--- src/rtl/mac_dot_sequencer_if.sv ---
// Bundle of command, operand-memory, MAC and result signals for the dot-product sequencer.
// The slave modport is the sequencer's view; master is the surrounding host/memory/MAC side.
interface mac_dot_sequencer_if #(
    parameter int DATA_WIDTH = 16,
    parameter int ADDR_WIDTH = 8,
    parameter int ACC_WIDTH  = 40
);
    logic                  cmd_valid;
    logic                  cmd_ready;
    logic [ADDR_WIDTH-1:0] cmd_base_a;
    logic [ADDR_WIDTH-1:0] cmd_base_b;
    logic [ADDR_WIDTH:0]   cmd_len;

    logic                  mem_rd_en;
    logic [ADDR_WIDTH-1:0] mem_addr_a;
    logic [ADDR_WIDTH-1:0] mem_addr_b;
    logic [DATA_WIDTH-1:0] mem_rdata_a;
    logic [DATA_WIDTH-1:0] mem_rdata_b;

    logic                  mac_start;
    logic                  mac_clr_acc;
    logic [DATA_WIDTH-1:0] mac_a;
    logic [DATA_WIDTH-1:0] mac_b;
    logic                  mac_ready;
    logic [ACC_WIDTH-1:0]  mac_acc;

    logic                  res_valid;
    logic                  res_ready;
    logic [ACC_WIDTH-1:0]  res_data;
    logic                  res_err;

    modport slave (
        input  cmd_valid, cmd_base_a, cmd_base_b, cmd_len,
        output cmd_ready,
        output mem_rd_en, mem_addr_a, mem_addr_b,
        input  mem_rdata_a, mem_rdata_b,
        output mac_start, mac_clr_acc, mac_a, mac_b,
        input  mac_ready, mac_acc,
        output res_valid, res_data, res_err,
        input  res_ready
    );

    modport master (
        output cmd_valid, cmd_base_a, cmd_base_b, cmd_len,
        input  cmd_ready,
        input  mem_rd_en, mem_addr_a, mem_addr_b,
        output mem_rdata_a, mem_rdata_b,
        input  mac_start, mac_clr_acc, mac_a, mac_b,
        output mac_ready, mac_acc,
        input  res_valid, res_data, res_err,
        output res_ready
    );
endinterface

--- src/rtl/mac_dot_sequencer.sv ---
// Command-driven controller: one signed dot product per command on an external MAC unit,
// operands fetched from a dual-read memory, result returned on a valid/ready port.
module mac_dot_sequencer #(
    parameter int DATA_WIDTH     = 16,
    parameter int ADDR_WIDTH     = 8,
    parameter int ACC_WIDTH      = 40,
    parameter int TIMEOUT_CYCLES = 64
) (
    input  logic clk,
    input  logic rst_n,
    input  logic abort,
    output logic busy,
    mac_dot_sequencer_if.slave bus
);
    localparam int TW = $clog2(TIMEOUT_CYCLES + 1);

    typedef enum logic [2:0] {
        S_IDLE,
        S_CLEAR,
        S_FETCH,
        S_CAPTURE,
        S_ISSUE,
        S_WAIT,
        S_SETTLE,
        S_RESULT
    } state_t;

    state_t                state_q, state_d;
    logic [ADDR_WIDTH-1:0] base_a_q, base_a_d;
    logic [ADDR_WIDTH-1:0] base_b_q, base_b_d;
    logic [ADDR_WIDTH:0]   len_q, len_d;
    logic [ADDR_WIDTH:0]   idx_q, idx_d;
    logic [DATA_WIDTH-1:0] mac_a_q, mac_a_d;
    logic [DATA_WIDTH-1:0] mac_b_q, mac_b_d;
    logic [TW-1:0]         tmo_q, tmo_d;
    logic                  err_q, err_d;
    logic [ACC_WIDTH-1:0]  res_data_q, res_data_d;

    logic [ADDR_WIDTH:0]   idx_inc;
    logic [TW-1:0]         tmo_inc;

    assign idx_inc = idx_q + (ADDR_WIDTH + 1)'(1);
    assign tmo_inc = tmo_q + TW'(1);

    always_comb begin
        state_d    = state_q;
        base_a_d   = base_a_q;
        base_b_d   = base_b_q;
        len_d      = len_q;
        idx_d      = idx_q;
        mac_a_d    = mac_a_q;
        mac_b_d    = mac_b_q;
        tmo_d      = tmo_q;
        err_d      = err_q;
        res_data_d = res_data_q;

        unique case (state_q)
            S_IDLE: begin
                if (bus.cmd_valid) begin
                    base_a_d = bus.cmd_base_a;
                    base_b_d = bus.cmd_base_b;
                    len_d    = bus.cmd_len;
                    idx_d    = '0;
                    err_d    = 1'b0;
                    state_d  = S_CLEAR;
                end
            end
            S_CLEAR: begin
                state_d = (len_q == '0) ? S_SETTLE : S_FETCH;
            end
            S_FETCH: begin
                state_d = S_CAPTURE;
            end
            S_CAPTURE: begin
                mac_a_d = bus.mem_rdata_a;
                mac_b_d = bus.mem_rdata_b;
                state_d = S_ISSUE;
            end
            S_ISSUE: begin
                tmo_d   = '0;
                state_d = S_WAIT;
            end
            S_WAIT: begin
                // Completion wins over timeout when both land on the same cycle.
                if (bus.mac_ready) begin
                    idx_d   = idx_inc;
                    state_d = (idx_inc == len_q) ? S_SETTLE : S_FETCH;
                end else begin
                    tmo_d = tmo_inc;
                    if (tmo_inc == TW'(TIMEOUT_CYCLES)) begin
                        err_d   = 1'b1;
                        state_d = S_SETTLE;
                    end
                end
            end
            S_SETTLE: begin
                res_data_d = bus.mac_acc;
                state_d    = S_RESULT;
            end
            S_RESULT: begin
                if (bus.res_ready) begin
                    err_d   = 1'b0;
                    state_d = S_IDLE;
                end
            end
            default: begin
                state_d = S_IDLE;
            end
        endcase

        if (abort) begin
            err_d   = 1'b0;
            state_d = S_IDLE;
        end
    end

    always_ff @(posedge clk or negedge rst_n) begin
        if (!rst_n) begin
            state_q    <= S_IDLE;
            base_a_q   <= '0;
            base_b_q   <= '0;
            len_q      <= '0;
            idx_q      <= '0;
            mac_a_q    <= '0;
            mac_b_q    <= '0;
            tmo_q      <= '0;
            err_q      <= 1'b0;
            res_data_q <= '0;
        end else begin
            state_q    <= state_d;
            base_a_q   <= base_a_d;
            base_b_q   <= base_b_d;
            len_q      <= len_d;
            idx_q      <= idx_d;
            mac_a_q    <= mac_a_d;
            mac_b_q    <= mac_b_d;
            tmo_q      <= tmo_d;
            err_q      <= err_d;
            res_data_q <= res_data_d;
        end
    end

    // Address arithmetic is ADDR_WIDTH wide so a full-length vector wraps around memory.
    assign bus.mem_addr_a  = base_a_q + idx_q[ADDR_WIDTH-1:0];
    assign bus.mem_addr_b  = base_b_q + idx_q[ADDR_WIDTH-1:0];
    assign bus.mem_rd_en   = (state_q == S_FETCH);

    assign bus.cmd_ready   = (state_q == S_IDLE);
    assign busy            = (state_q != S_IDLE);

    assign bus.mac_clr_acc = (state_q == S_CLEAR);
    assign bus.mac_start   = (state_q == S_ISSUE);
    assign bus.mac_a       = mac_a_q;
    assign bus.mac_b       = mac_b_q;

    assign bus.res_valid   = (state_q == S_RESULT);
    assign bus.res_data    = res_data_q;
    assign bus.res_err     = err_q & (state_q == S_RESULT);
endmodule

--- src/flat_wrapper.sv ---
// flat-port wrapper written by rule: the top's interface ports become plain ports
module mac_dot_sequencer_flat 
#(
    parameter int DATA_WIDTH     = 16,
    parameter int ADDR_WIDTH     = 8,
    parameter int ACC_WIDTH      = 40,
    parameter int TIMEOUT_CYCLES = 64
)
  (clk, rst_n, abort, busy, bus_cmd_valid, bus_cmd_base_a, bus_cmd_base_b, bus_cmd_len, bus_cmd_ready, bus_mem_rd_en, bus_mem_addr_a, bus_mem_addr_b, bus_mem_rdata_a, bus_mem_rdata_b, bus_mac_start, bus_mac_clr_acc, bus_mac_a, bus_mac_b, bus_mac_ready, bus_mac_acc, bus_res_valid, bus_res_data, bus_res_err, bus_res_ready);
  mac_dot_sequencer_if #(.DATA_WIDTH(DATA_WIDTH), .ADDR_WIDTH(ADDR_WIDTH), .ACC_WIDTH(ACC_WIDTH)) bus_i ();
  input  logic clk;
  input  logic rst_n;
  input  logic abort;
  output logic busy;
  input wire logic [$bits(bus_i.cmd_valid)-1:0] bus_cmd_valid;
  input wire logic [$bits(bus_i.cmd_base_a)-1:0] bus_cmd_base_a;
  input wire logic [$bits(bus_i.cmd_base_b)-1:0] bus_cmd_base_b;
  input wire logic [$bits(bus_i.cmd_len)-1:0] bus_cmd_len;
  output wire logic [$bits(bus_i.cmd_ready)-1:0] bus_cmd_ready;
  output wire logic [$bits(bus_i.mem_rd_en)-1:0] bus_mem_rd_en;
  output wire logic [$bits(bus_i.mem_addr_a)-1:0] bus_mem_addr_a;
  output wire logic [$bits(bus_i.mem_addr_b)-1:0] bus_mem_addr_b;
  input wire logic [$bits(bus_i.mem_rdata_a)-1:0] bus_mem_rdata_a;
  input wire logic [$bits(bus_i.mem_rdata_b)-1:0] bus_mem_rdata_b;
  output wire logic [$bits(bus_i.mac_start)-1:0] bus_mac_start;
  output wire logic [$bits(bus_i.mac_clr_acc)-1:0] bus_mac_clr_acc;
  output wire logic [$bits(bus_i.mac_a)-1:0] bus_mac_a;
  output wire logic [$bits(bus_i.mac_b)-1:0] bus_mac_b;
  input wire logic [$bits(bus_i.mac_ready)-1:0] bus_mac_ready;
  input wire logic [$bits(bus_i.mac_acc)-1:0] bus_mac_acc;
  output wire logic [$bits(bus_i.res_valid)-1:0] bus_res_valid;
  output wire logic [$bits(bus_i.res_data)-1:0] bus_res_data;
  output wire logic [$bits(bus_i.res_err)-1:0] bus_res_err;
  input wire logic [$bits(bus_i.res_ready)-1:0] bus_res_ready;
  assign bus_i.cmd_valid = bus_cmd_valid;
  assign bus_i.cmd_base_a = bus_cmd_base_a;
  assign bus_i.cmd_base_b = bus_cmd_base_b;
  assign bus_i.cmd_len = bus_cmd_len;
  assign bus_cmd_ready = bus_i.cmd_ready;
  assign bus_mem_rd_en = bus_i.mem_rd_en;
  assign bus_mem_addr_a = bus_i.mem_addr_a;
  assign bus_mem_addr_b = bus_i.mem_addr_b;
  assign bus_i.mem_rdata_a = bus_mem_rdata_a;
  assign bus_i.mem_rdata_b = bus_mem_rdata_b;
  assign bus_mac_start = bus_i.mac_start;
  assign bus_mac_clr_acc = bus_i.mac_clr_acc;
  assign bus_mac_a = bus_i.mac_a;
  assign bus_mac_b = bus_i.mac_b;
  assign bus_i.mac_ready = bus_mac_ready;
  assign bus_i.mac_acc = bus_mac_acc;
  assign bus_res_valid = bus_i.res_valid;
  assign bus_res_data = bus_i.res_data;
  assign bus_res_err = bus_i.res_err;
  assign bus_i.res_ready = bus_res_ready;
  mac_dot_sequencer #(.DATA_WIDTH(DATA_WIDTH), .ADDR_WIDTH(ADDR_WIDTH), .ACC_WIDTH(ACC_WIDTH), .TIMEOUT_CYCLES(TIMEOUT_CYCLES)) u_core (.clk(clk), .rst_n(rst_n), .abort(abort), .busy(busy), .bus(bus_i));
endmodule
--- config.mk ---
export PLATFORM = sky130hd
export DESIGN_NAME = mac_dot_sequencer_flat
export DESIGN_NICKNAME = d
export VERILOG_FILES = /design/src/rtl/mac_dot_sequencer_if.sv /design/src/rtl/mac_dot_sequencer.sv /design/src/flat_wrapper.sv
export SDC_FILE = /design/constraint.sdc
export NUM_CORES = 1
export LEC_CHECK = 0
export CAP_MARGIN = 20
export CORE_UTILIZATION = 49
export CTS_BUF_LIST = sky130_fd_sc_hd__clkbuf_8 sky130_fd_sc_hd__clkbuf_16
export CTS_CLUSTER_SIZE = 25
export DETAILED_ROUTE_END_ITERATION = 8
export MAX_ROUTING_LAYER = met4
export PLACE_DENSITY = 0.92
export SLEW_MARGIN = 20
export SYNTH_ARGS = -nofsm -noshare
export SYNTH_HDL_FRONTEND = slang
export SYNTH_SLANG_ARGS = --single-unit
--- constraint.sdc ---
create_clock -name clk -period 3.59 [get_ports clk]
set_input_delay 0.718 -clock clk [delete_from_list [all_inputs] [get_ports clk]]
set_output_delay 0.718 -clock clk [all_outputs]
set_load 0.02 [all_outputs]
* Word-level counts from Yosys, hierarchy flattened
Index checks and enable logic that the tools add are counted.
** Word-level totals
- Flip-flop bits (word level) :: 117
- Output and inout port bits :: 95
- Logic and storage cells :: 62
- Input port bits :: 103
** Cells by class
- Muxes and demuxes :: 19
- Reductions and logical operators :: 11
- Eq/ne operators :: 17
- Bitwise gates (word level) :: 1
- Add/subtract/negate cells :: 4
** Operators by type and width (count)
- 3-bit case mux with 8 select lines :: 1
- 3-bit 2-to-1 mux :: 7
- 9-bit 2-to-1 mux :: 2
- 9-bit case mux with 2 select lines :: 1
- 8-bit adder :: 2
- 7-bit case mux with 2 select lines :: 1
- 3-bit equality test, second input constant :: 4
- 9-bit by 1-bit adder with 9-bit output, second input constant :: 1
- 9-bit equality test :: 1
- 9-bit logical NOT :: 1
- 7-bit by 1-bit adder with 7-bit output, second input constant :: 1
- 7-bit equality test, second input constant :: 1
- 7-bit 2-to-1 mux :: 1
- 3-bit by 2-bit equality test with 1-bit output, second input constant :: 2
- 2-bit != test, second input constant :: 3
- 3-bit by 2-bit != test with 1-bit output, second input constant :: 2
- 3-bit != test, second input constant :: 2
- 3-bit AND reduction :: 2
- 1-bit 2-to-1 mux :: 5
- 5-bit AND reduction :: 1
- 4-bit by 3-bit != test with 1-bit output, second input constant :: 1
- 2-bit AND reduction :: 2
- 2-bit nonzero test :: 2
- 4-bit nonzero test :: 1
- other kinds (5) :: 5

* Depth between registers and ports, before layout
Gate-level depths: netlist of run 1.
- Word-level depth :: 6
- Depth in mapped cells :: 9
- Depth with buffers taken out :: 9

* Least setup slack after synthesis of run 1
Ideal clock, no wire load.
- Path type :: flip-flop to output port
- Start :: register u_core.idx_q[0]
- End :: output port bus_mem_addr_a[6]
- Cell stages (with the launch flop) :: 10
- Setup slack :: 0.919 ns
- Arrival :: 1.953 ns
- Buffers on the path :: 0
- Cells stage by stage :: dfrtp_1 -> ha_1 -> inv_1 -> fa_1 -> nor2b_1 -> o21ai_0 -> a21boi_1 -> o21a_1 -> nor2_1 -> xnor2_1
** On the way
- Word-level cells in the longest chain between the ends :: 1
** RTL lines
- start, declared :: RTL line mac_dot_sequencer.sv:32 : logic [ADDR_WIDTH:0] idx_q, idx_d;
- start signal, assigned :: RTL line mac_dot_sequencer.sv:134 : idx_q <= idx_d;
- 8-bit adder :: RTL line mac_dot_sequencer.sv:144 : assign bus.mem_addr_a = base_a_q + idx_q[ADDR_WIDTH-1:0];
- end, declared :: RTL line flat_wrapper.sv:21 : output wire logic [$bits(bus_i.mem_addr_a)-1:0] bus_mem_addr_a;
No other way between the ends.

* Final worst setup path of run 1
- Start :: register u_core.idx_q[1]
- End :: output port bus_mem_addr_a[5]
Same word-level chain as after synthesis.

==> flow_metrics.py, run 1 <==
metrics = {
    "status": {
        "status": "finished clean",
    },
    "placement": {
        "hpwl_um": 10500,
        "portBuffers": 197,
        "gp_congestion": 0.869,
        "post-place-ws_ps": 310,
    },
    "flow_run": {
        "maxCapViolCount": 0,
    },
    "global_routing": {
        "grt_remaining_overflow": 0,
        "grt_antenna_before_repair": 0,
        "grt_pass1_wl_um": 22600,
        "grt_max_degree": 76,
        "grt_usage_pct": 26.5,
        "grt_pass1_vias": 4684,
    },
    "power_and_ir_drop": {
        "power.density_nw_per_um2": 894,
        "p_comb_share_pct": 44.0,
        "ir_worst_vdd_v": 0.000596,
        "p_leak_nw": 3.51,
        "power_frac_seq_pct": 32.1,
        "p_int_w": 0.00484,
        "swShare_pct": 34.7,
        "p_clk_share_pct": 24.0,
        "power.switching_w": 0.00257,
    },
    "worst_setup_path": {
        "crit_type": "reg2out",
        "cp.required_ps": 2870,
        "worstPathArrival_ps": 2720,
        "start_kind": "flip-flop",
        "worstPathMaxFanout": 7,
        "critPathCaptureType": "output port",
    },
    "route": {
        "vias": 4311,
        "wl_per_cell_um": 18.0,
        "firstDrtPassIters": 5,
        "dr.first_iter.drc_count": 204,
        "drc_errors": 0,
        "routed_wl_um": 14500,
        "drtAntennaViolNets": 0,
        "via_per_inst": 5.35,
    },
    "logic_synthesis": {
        "avgSynthCellArea_um2": 12.2,
        "syn-num-nets": 576,
        "yosysTopAreaCell": "dfrtp_1",
        "ys_types": 56,
        "yosysTopAreaCellShare_pct": 52.6,
        "synth_area_leaders": "dfrtp_1 (53%), mux2_2 (16%), ha_1 (3.6%)",
        "yosysSeqAreaShare_pct": 52.6,
        "syn_area_um2": 5560,
        "synth_warnings": 0,
        "syn_inst": 455,
        "ys_ff_latch": 117,
    },
    "die": {
        "die_w_um": 109,
        "die-area_um2": 11800,
        "num_rows": 38,
        "io_pins": 198,
        "start_util_pct": 50.9,
        "die_h_um": 109,
        "coreArea_um2": 10900,
    },
    "clock_network": {
        "cts-root-buf": "clkbuf_16",
        "clock_sinks": 117,
        "clkSlewWorstSetupHoldPaths_ps": 50,
        "cts_max_level": 4,
        "insertion_delay_ps": 410,
        "post-cts-setup-buffers": 0,
        "numCtsBuffers": 17,
        "cts_tree": "yes",
        "cts_buffer_depth": 2,
    },
    "timing": {
        "max_freq_ghz": 0.291,
        "rsz0062_at_grt": "false",
        "tns_ps": 0,
        "fin_crit_sh_pct": 95.8,
        "setup_violations": 0,
        "maxSlewHeadroom_pct": 61.3,
        "whs_ps": 304,
        "slew_viol_final": 0,
        "clock-skew-final_ps": 5.53,
        "worst_slew_pin_slew_ps": 580,
        "finalCriticalPeriod_ps": 3440,
        "hold_viol": 0,
        "worst_slack_ps": 150,
    },
    "min_path": {
        "hp-class": "in2async",
    },
    "layout": {
        "layout-drive-gt1-share_pct": 19.7,
        "num_antenna_cells": 0,
        "syn2layout_area_growth_pct": 48.9,
        "layout.nets": 775,
    },
}
[synthesized netlist by cell type (all sizes together)]
| cell | number |
|---|---|
| nor4 | 3 |
| ha | 16 |
| a22o | 1 |
| o41ai | 2 |
| nor3b | 3 |
| a21oi | 13 |
| a21o | 4 |
| o311ai | 1 |
| a211oi | 1 |
| nand2 | 23 |
| nand4 | 2 |
| mux2i | 1 |
| and2b | 1 |
| and4 | 1 |
| xor2 | 8 |
| a22oi | 1 |
| a32o | 1 |
| o21a | 2 |
| inv | 16 |
| o31ai | 5 |
| xnor2 | 18 |
| nand3b | 1 |
| a41oi | 1 |
| nand3 | 8 |
| nor2b | 3 |
| fa | 2 |
| mux2 | 94 |
| a21boi | 3 |
| or4 | 1 |
| nor3 | 12 |
| a31oi | 2 |
| o22ai | 3 |
| or3 | 2 |
| o21ai | 27 |
| dfrtp | 117 |
| and2 | 6 |
| a31o | 1 |
| and3 | 4 |
| clkbuf | 3 |
| buf | 18 |
| nor2 | 21 |
| nand2b | 3 |
[power groups by stage]
stage | registers [W] | logic [W] | clock network, W
final | 0.00238 | 0.00326 | 0.00178
after global routing | 0.00245 | 0.00346 | 0.00185
after CTS | 0.00237 | 0.00329 | 0.00179
after detailed placement | 0.00239 | 0.00327 | 0
after global placement | 0.00232 | 0.00317 | 0
after floorplan | 0.00279 | 0.00131 | 0
[cell usage in the layout (no fill, tap or decap), types with 5 or more instances in the layout]
master,instances
o21ai_0,18
a21oi_1,12
nand3_1,6
clkbuf_16,17
dfrtp_1,115
ha_1,16
nor3_1,11
xnor2_1,18
mux2_1,15
o31ai_1,5
inv_1,17
o21ai_1,9
nor2_1,20
nand2_1,23
mux2_2,79
xor2_1,8
clkdlybuf4s50_1,192
[area by class of cell]
| cell class | instances | area, um2 |
|---|---|---|
| repair buffers | 201 | 2010 |
| clock inverters | 11 | 158 |
| fillers | 696 | 2650 |
| clock buffers | 20 | 467 |
| multi-input cells | 301 | 2480 |
| well taps | 140 | 175 |
| flip-flops and latches | 117 | 2930 |
| inverters | 16 | 60.1 |
[routing by layer]
| layer | wire length [um] | vias up | track usage [%] |
|---|---|---|---|
| met4 | 329 | 0 | 12.3 |
| met2 | 7810 | 156 | 45.1 |
| met1 | 5490 | 2126 | 28.7 |
| met3 | 855 | 24 | 7.29 |
| met5 | 0 | - | - |
| li1 | - | 2005 | - |
[cell families (layout without fill, tap and decap cells)]
kind of cell / count (synthesis) / count (layout) / share of synthesized area (%)
mux: 95 / 95 / 19.2
flops: 117 / 117 / 52.6
buf+inv: 37 / 248 / 3.15
fa+ha+maj: 18 / 18 / 4.32
compound gates: 68 / 68 / 7.58
xor+xnor: 26 / 26 / 4.09
simple gates: 94 / 94 / 9.04
[worst max-delay path, cell delays in order (launching register included)]
cell	delay, ps
dfrtp_2	460
ha_1	310
a21o_1	180
a21oi_1	220
o21ai_1	150
nor2_1	170
xnor2_1	180
clkdlybuf4s50_1	640
[metrics by stage]
step	cells	util, %	power (W)	area [um2]
3_3_place_gp	775	69.9	0.00550	7640
2_1_floorplan	455	-	0.00410	5560
5_1_grt	806	75.8	0.00777	8290
4_1_cts	806	75.7	0.00746	8270
3_5_place_dp	775	69.9	0.00566	7640
6_report	806	75.8	0.00741	8290
[flip-flops by register name (all words and copies together) (netlist names)]
signal,cells
u_core.bus.res_data,40
u_core.bus.mac_a,16
u_core.bus.mac_b,16
u_core.idx_q,9
u_core.len_q,9
u_core.base_a_q,8
u_core.base_b_q,8
u_core.tmo_q,7
u_core.state_q,3
u_core.err_q,1
[final timing paths]
path | start | end | slack [ps] | cells after the start
setup / recovery | u_core.idx_q[1] | bus_mem_addr_a[5] | 150 | 7
hold / removal | rst_n | u_core.base_a_q[0] | 300 | 1
setup reg to reg | u_core.state_q[2] | u_core.idx_q[2] | 1670 | 6
hold reg to reg | u_core.bus.mac_b[1] | u_core.bus.mac_b[1] | 500 | 1
max in group asynchronous | rst_n | u_core.bus.mac_a[11] | 2470 | 2
min in group clk | u_core.bus.mac_b[1] | u_core.bus.mac_b[1] | 500 | 1
[repair_timing]
action	CTS	global route
resized for setup	5	3
endpoints found under the setup margin	4	2
hold buffers	0	0
hold endpoints to repair	0	0
Note: power is estimated with default switching activity, not from simulation.
==> inputs of run 2 (changes only) <==
--- a/config.mk
+++ b/config.mk
@@ -6,6 +6,7 @@
 export NUM_CORES = 1
 export LEC_CHECK = 0
 export CAP_MARGIN = 20
+export CORE_MARGIN = 4
 export CORE_UTILIZATION = 49
 export CTS_BUF_LIST = sky130_fd_sc_hd__clkbuf_8 sky130_fd_sc_hd__clkbuf_16
 export CTS_CLUSTER_SIZE = 25
==> flow_metrics.py, run 2 (same netlist as run 1, synthesis figures left out) <==
metrics = {
    "layout": {
        "largest_register_ffs": 40,
        "mostFrequentLayoutCell": "clkdlybuf4s50_1",
        "num_antenna_cells": 0,
        "layout_common_cells": "clkdlybuf4s50_1 (192), dfrtp_1 (115), mux2_2 (79), nand2_1 (23), nor2_1 (20)",
        "syn2layout_area_growth_pct": 48.4,
        "layout.nets": 775,
        "layout-drive-gt1-share_pct": 19.4,
        "fin_area_um2": 8260,
    },
    "power_and_ir_drop": {
        "power.density_nw_per_um2": 894,
        "p_int_w": 0.00480,
        "p_leak_nw": 3.50,
        "ir_worst_vdd_v": 0.000644,
        "power_frac_seq_pct": 32.2,
        "p_clk_share_pct": 23.4,
        "p_comb_share_pct": 44.4,
        "swShare_pct": 35.0,
        "power.switching_w": 0.00258,
    },
    "clock_network": {
        "cts_buffer_depth": 2,
        "numCtsBuffers": 17,
        "clock_sinks": 117,
        "clkSlewWorstSetupHoldPaths_ps": 50,
        "cts_max_level": 4,
        "insertion_delay_ps": 410,
        "cts_tree": "yes",
        "post-cts-setup-buffers": 0,
        "cts-root-buf": "clkbuf_16",
    },
    "timing": {
        "max_freq_ghz": 0.297,
        "setup_violations": 0,
        "rsz0062_at_grt": "false",
        "tns_ps": 0,
        "slew_viol_final": 0,
        "fin_crit_sh_pct": 93.7,
        "hold_viol": 0,
        "finalCriticalPeriod_ps": 3370,
        "clock-skew-final_ps": 6.32,
        "maxSlewHeadroom_pct": 51.7,
        "worst_slew_pin_slew_ps": 724,
    },
    "global_routing": {
        "grt_remaining_overflow": 0,
        "grt_antenna_before_repair": 0,
        "grt_pass1_vias": 4819,
        "grt_usage_pct": 24.1,
        "grt_pass1_wl_um": 23500,
        "grt_max_degree": 61,
    },
    "flow_run": {
        "maxCapViolCount": 0,
    },
    "route": {
        "routed_wl_um": 14900,
        "wl_per_cell_um": 18.5,
        "via_per_inst": 5.37,
        "vias": 4326,
        "firstDrtPassIters": 4,
        "drtAntennaViolNets": 0,
        "drc_errors": 0,
        "dr.first_iter.drc_count": 183,
    },
    "worst_setup_path": {
        "crit_chain": "ha_1, a21o_1, a21oi_1, o21ai_1, nor2_1, xnor2_1, clkdlybuf4s50_1",
        "r2r_cells": 6,
        "start_kind": "flip-flop",
        "cp-startpoint": "u_core.idx_q[1]",
        "cp.required_ps": 2870,
        "crit_type": "reg2out",
        "rrSetupSlack_ps": 1670,
        "worstPathMaxFanout": 7,
        "r2r_start": "u_core.state_q[2]",
        "r2r-end": "u_core.idx_q[5]",
        "critPathCaptureType": "output port",
        "cp_slowest_stage_delay_ps": 640,
        "critical-path-slowest-cell": "clkdlybuf4s50_1",
        "worstPathArrival_ps": 2650,
    },
    "die": {
        "die_h_um": 115,
        "io_pins": 198,
        "start_util_pct": 50.7,
        "die-area_um2": 13100,
        "die_w_um": 115,
        "num_rows": 38,
        "coreArea_um2": 11000,
    },
    "status": {
        "status": "finished clean",
    },
    "placement": {
        "portBuffers": 197,
        "gp_congestion": 0.867,
        "place_area_um2": 7640,
        "hpwl_um": 11100,
    },
    "min_path": {
        "hp-class": "in2async",
    },
}
==> run 2: final cells by class <==
type,instances,area [um2]
fillers,709,2720
inverters,16,60.1
clock inverters,13,166
clock buffers,18,439
well taps,140,175
flip-flops and latches,117,2930
repair buffers,201,2010
multi-input cells,301,2470
==> run 2: power groups by stage <==
| stage | Clock, W | Sequential [W] | Combinational [W] |
|---|---|---|---|
| after floorplan | 0 | 0.00279 | 0.00131 |
| after global placement | 0 | 0.00232 | 0.00321 |
| after global routing | 0.00182 | 0.00246 | 0.00349 |
| after CTS | 0.00176 | 0.00238 | 0.00332 |
| final | 0.00173 | 0.00238 | 0.00328 |
| after detailed placement | 0 | 0.00238 | 0.00330 |
==> run 2: worst max-delay path: cells and delay by family (launching register included) <==
family          cells  cell delay [ps]
flops               1              450
simple gates        1              170
buf+inv             1              640
fa+ha+maj           1              300
xor+xnor            1              140
compound gates      3              550
==> run 2: stage by stage <==
step	hold WS, ps	total power [W]	std cells	util [%]	setup slack (ps)
6_report	364	0.00738	806	75.2	225
3_3_place_gp	472	0.00553	775	69.6	422
3_5_place_dp	484	0.00568	775	69.6	367
5_1_grt	406	0.00777	806	75.2	46.7
2_1_floorplan	422	0.00410	455	-	919
4_1_cts	382	0.00746	806	75.1	3.84
==> run 2: metal layers <==
layer  routed length (um)  global-route usage [%]
met2                 8130                    42.1
met4                  378                    9.34
met3                  887                    7.40
met1                 5480                    25.5
met5                    0                       -
==> run 2: timing repair <==
item	4_1_cts	5_1_grt
setup endpoints to repair	4	2
cloned	0	0
gates resized for setup	4	3
pin swaps	0	0
hold buffers	0	0
==> run 2: worst max path at each step <==
stage                              to  slack, ps  depth (start not counted)
floorplan           bus_mem_addr_a[6]        920                          9
finish              bus_mem_addr_a[5]        220                          7
detailed placement  bus_mem_addr_b[6]        370                         10
global route        bus_mem_addr_a[5]         50                          7
global placement    bus_mem_addr_b[6]        420                         10
CTS                 bus_mem_addr_a[6]          4                          9
==> inputs of run 3 (changes only) <==
--- a/config.mk
+++ b/config.mk
@@ -5,15 +5,16 @@
 export SDC_FILE = /design/constraint.sdc
 export NUM_CORES = 1
 export LEC_CHECK = 0
-export CAP_MARGIN = 20
+export CAP_MARGIN = 30
 export CORE_MARGIN = 4
-export CORE_UTILIZATION = 49
+export CORE_UTILIZATION = 41
 export CTS_BUF_LIST = sky130_fd_sc_hd__clkbuf_8 sky130_fd_sc_hd__clkbuf_16
 export CTS_CLUSTER_SIZE = 25
 export DETAILED_ROUTE_END_ITERATION = 8
 export MAX_ROUTING_LAYER = met4
-export PLACE_DENSITY = 0.92
+export PLACE_DENSITY = 0.83
 export SLEW_MARGIN = 20
 export SYNTH_ARGS = -nofsm -noshare
 export SYNTH_HDL_FRONTEND = slang
 export SYNTH_SLANG_ARGS = --single-unit
+export TNS_END_PERCENT = 20
==> constraint.sdc (replaced) <==
create_clock -name clk -period 2.95 [get_ports clk]
set_input_delay 0.59 -clock clk [delete_from_list [all_inputs] [get_ports clk]]
set_output_delay 0.59 -clock clk [all_outputs]
set_load 0.02 [all_outputs]
==> flow_metrics.py, run 3 (same netlist as run 1, synthesis figures left out) <==
metrics = {
    "layout": {
        "instances_no_fill": 851,
        "mostFrequentLayoutCell": "clkdlybuf4s50_1",
        "utilization_pct": 63.4,
        "layout_common_cells": "clkdlybuf4s50_1 (185), dfrtp_1 (117), mux2_2 (79), nand2_1 (23), nor2_1 (19)",
        "layout-drive-gt1-share_pct": 22.4,
        "num_antenna_cells": 0,
        "syn2layout_area_growth_pct": 50.8,
        "largest_register_ffs": 40,
        "layout.nets": 784,
        "nFillCells": 1050,
    },
    "route": {
        "via_per_inst": 5.09,
        "wl_per_cell_um": 16.8,
        "vias": 4330,
        "routed_wl_um": 14300,
        "dr.first_iter.drc_count": 272,
        "drtAntennaViolNets": 0,
        "firstDrtPassIters": 4,
        "drc_errors": 0,
    },
    "timing": {
        "finalCriticalPeriod_ps": 2990,
        "worst_slew_pin_slew_ps": 645,
        "hold_viol": 0,
        "setup_violations": 3,
        "maxSlewHeadroom_pct": 57.0,
        "rsz0062_at_grt": "true",
        "fin_crit_sh_pct": 101,
        "slew_viol_final": 0,
        "clock-skew-final_ps": 5.42,
        "max_freq_ghz": 0.334,
        "whs_ps": 230,
        "worst_slack_ps": -40.7,
    },
    "worst_setup_path": {
        "critPathCaptureType": "output port",
        "crit_buf_inv": 2,
        "rrSetupSlack_ps": 870,
        "cp_slowest_stage_delay_ps": 390,
        "start_kind": "flip-flop",
        "cp.required_ps": 2360,
        "worstPathArrival_ps": 2400,
        "crit_chain": "ha_2, inv_2, fa_2, nor2b_1, o21ai_1, a21boi_1, o21a_1, nor2_2, xnor2_2, buf_4",
        "worstPathMaxFanout": 3,
        "crit_family": "adder cells",
        "crit_type": "reg2out",
        "critical-path-slowest-cell": "dfrtp_1",
    },
    "die": {
        "die_h_um": 124,
        "coreArea_um2": 13200,
        "die-area_um2": 15500,
        "start_util_pct": 42.0,
        "die_w_um": 124,
        "io_pins": 198,
        "num_rows": 42,
    },
    "placement": {
        "post-place-ws_ps": -167,
        "dp_cells": 818,
        "gp_congestion": 0.856,
        "hpwl_um": 10600,
        "portBuffers": 197,
    },
    "clock_network": {
        "clkSlewWorstSetupHoldPaths_ps": 50,
        "numCtsBuffers": 17,
        "insertion_delay_ps": 410,
        "clock_sinks": 117,
        "cts_buffer_depth": 2,
        "cts-root-buf": "clkbuf_16",
        "cts_tree": "yes",
        "cts_max_level": 4,
    },
    "power_and_ir_drop": {
        "p_leak_nw": 3.56,
        "finalPower_w": 0.00892,
        "power.density_nw_per_um2": 1060,
        "ir_worst_vdd_v": 0.000627,
    },
    "min_path": {
        "hp-class": "in2async",
    },
    "status": {
        "failed_checks": "setup timing",
        "status": "finished, violations left",
    },
    "global_routing": {
        "grt_max_degree": 118,
        "grt_antenna_before_repair": 0,
        "grt_remaining_overflow": 0,
        "grt_usage_pct": 19.5,
        "grt_pass1_vias": 4688,
        "grt_pass1_wl_um": 23400,
    },
    "flow_run": {
        "maxCapViolCount": 0,
    },
}
==> run 3: changes by cell type in the layout (fill, tap and decap cells not counted), sizes merged <==
cell           change
clkinv             -2
inv                -1
dlygate4sd2        +2
clkbuf             +8
buf               +11
clkdlybuf4s50      -7
dlymetal6s2s       -1
bufinv             -1
==> run 3: power by group <==
group / switching, W / internal [W] / total [W] / leakage (nW)
Combinational: 0.00188 / 0.00205 / 0.00393 / 1.86
Clock: 0.000685 / 0.00143 / 0.00211 / 0.307
Sequential: 0.000524 / 0.00235 / 0.00288 / 1.39
==> run 3: metal layers <==
metal	part of all wire [%]	vias up	GRT usage (%)
met5	0	-	-
met4	2.9	0	10.1
met3	5.4	36	6.00
met2	52	144	32.2
met1	39	2126	21.1
li1	-	2024	-
==> run 3: path summary, 6_finish.rpt <==
kind	to	from	cells after the start
max	bus_mem_addr_a[6]	u_core.idx_q[0]	10
max reg2reg	u_core.state_q[2]	u_core.idx_q[0]	8
min	u_core.base_a_q[5]	rst_n	2
min in group clk	u_core.bus.res_data[21]	u_core.bus.res_data[21]	1
max in group asynchronous	u_core.base_b_q[3]	rst_n	2
min reg2reg	u_core.bus.res_data[21]	u_core.bus.res_data[21]	1
==> run 3: metrics by stage <==
stage / cell area, um2 / setup TNS (ps)
after floorplan: 5560 / 0
after global placement: 7730 / 0
after detailed placement: 7750 / -201
after CTS: 8360 / -397
after global routing: 8390 / -451
final: 8390 / -75.6
==> run 3: worst reg2reg max path, cell delays in order, from the launching register on <==
cell and delay [ps]:
dfrtp_1 410, buf_4 150, buf_4 140, ha_1 350
nor4_1 360, a31o_2 150, a32o_1 110, a21oi_1 60
o31ai_1 240
==> run 3: what timing repair did <==
item | CTS | global route
setup buffers | 0 | 2
hold buffers | 0 | 0
resized for setup | 23 | 15
pin swaps | 1 | 7
endpoints found under the setup margin | 11 | 8
==> run 3: cell type report <==
cell class                 count  area, um2  area share [%]
clock buffer                  22        494            5.89
tap                          176        220            2.62
clock inverter                 9        126            1.51
inverter                      16       60.1           0.716
timing repair buffer         210       2060            24.6
sequential                   117       2930            34.9
multi-input combinational    301       2500            29.8
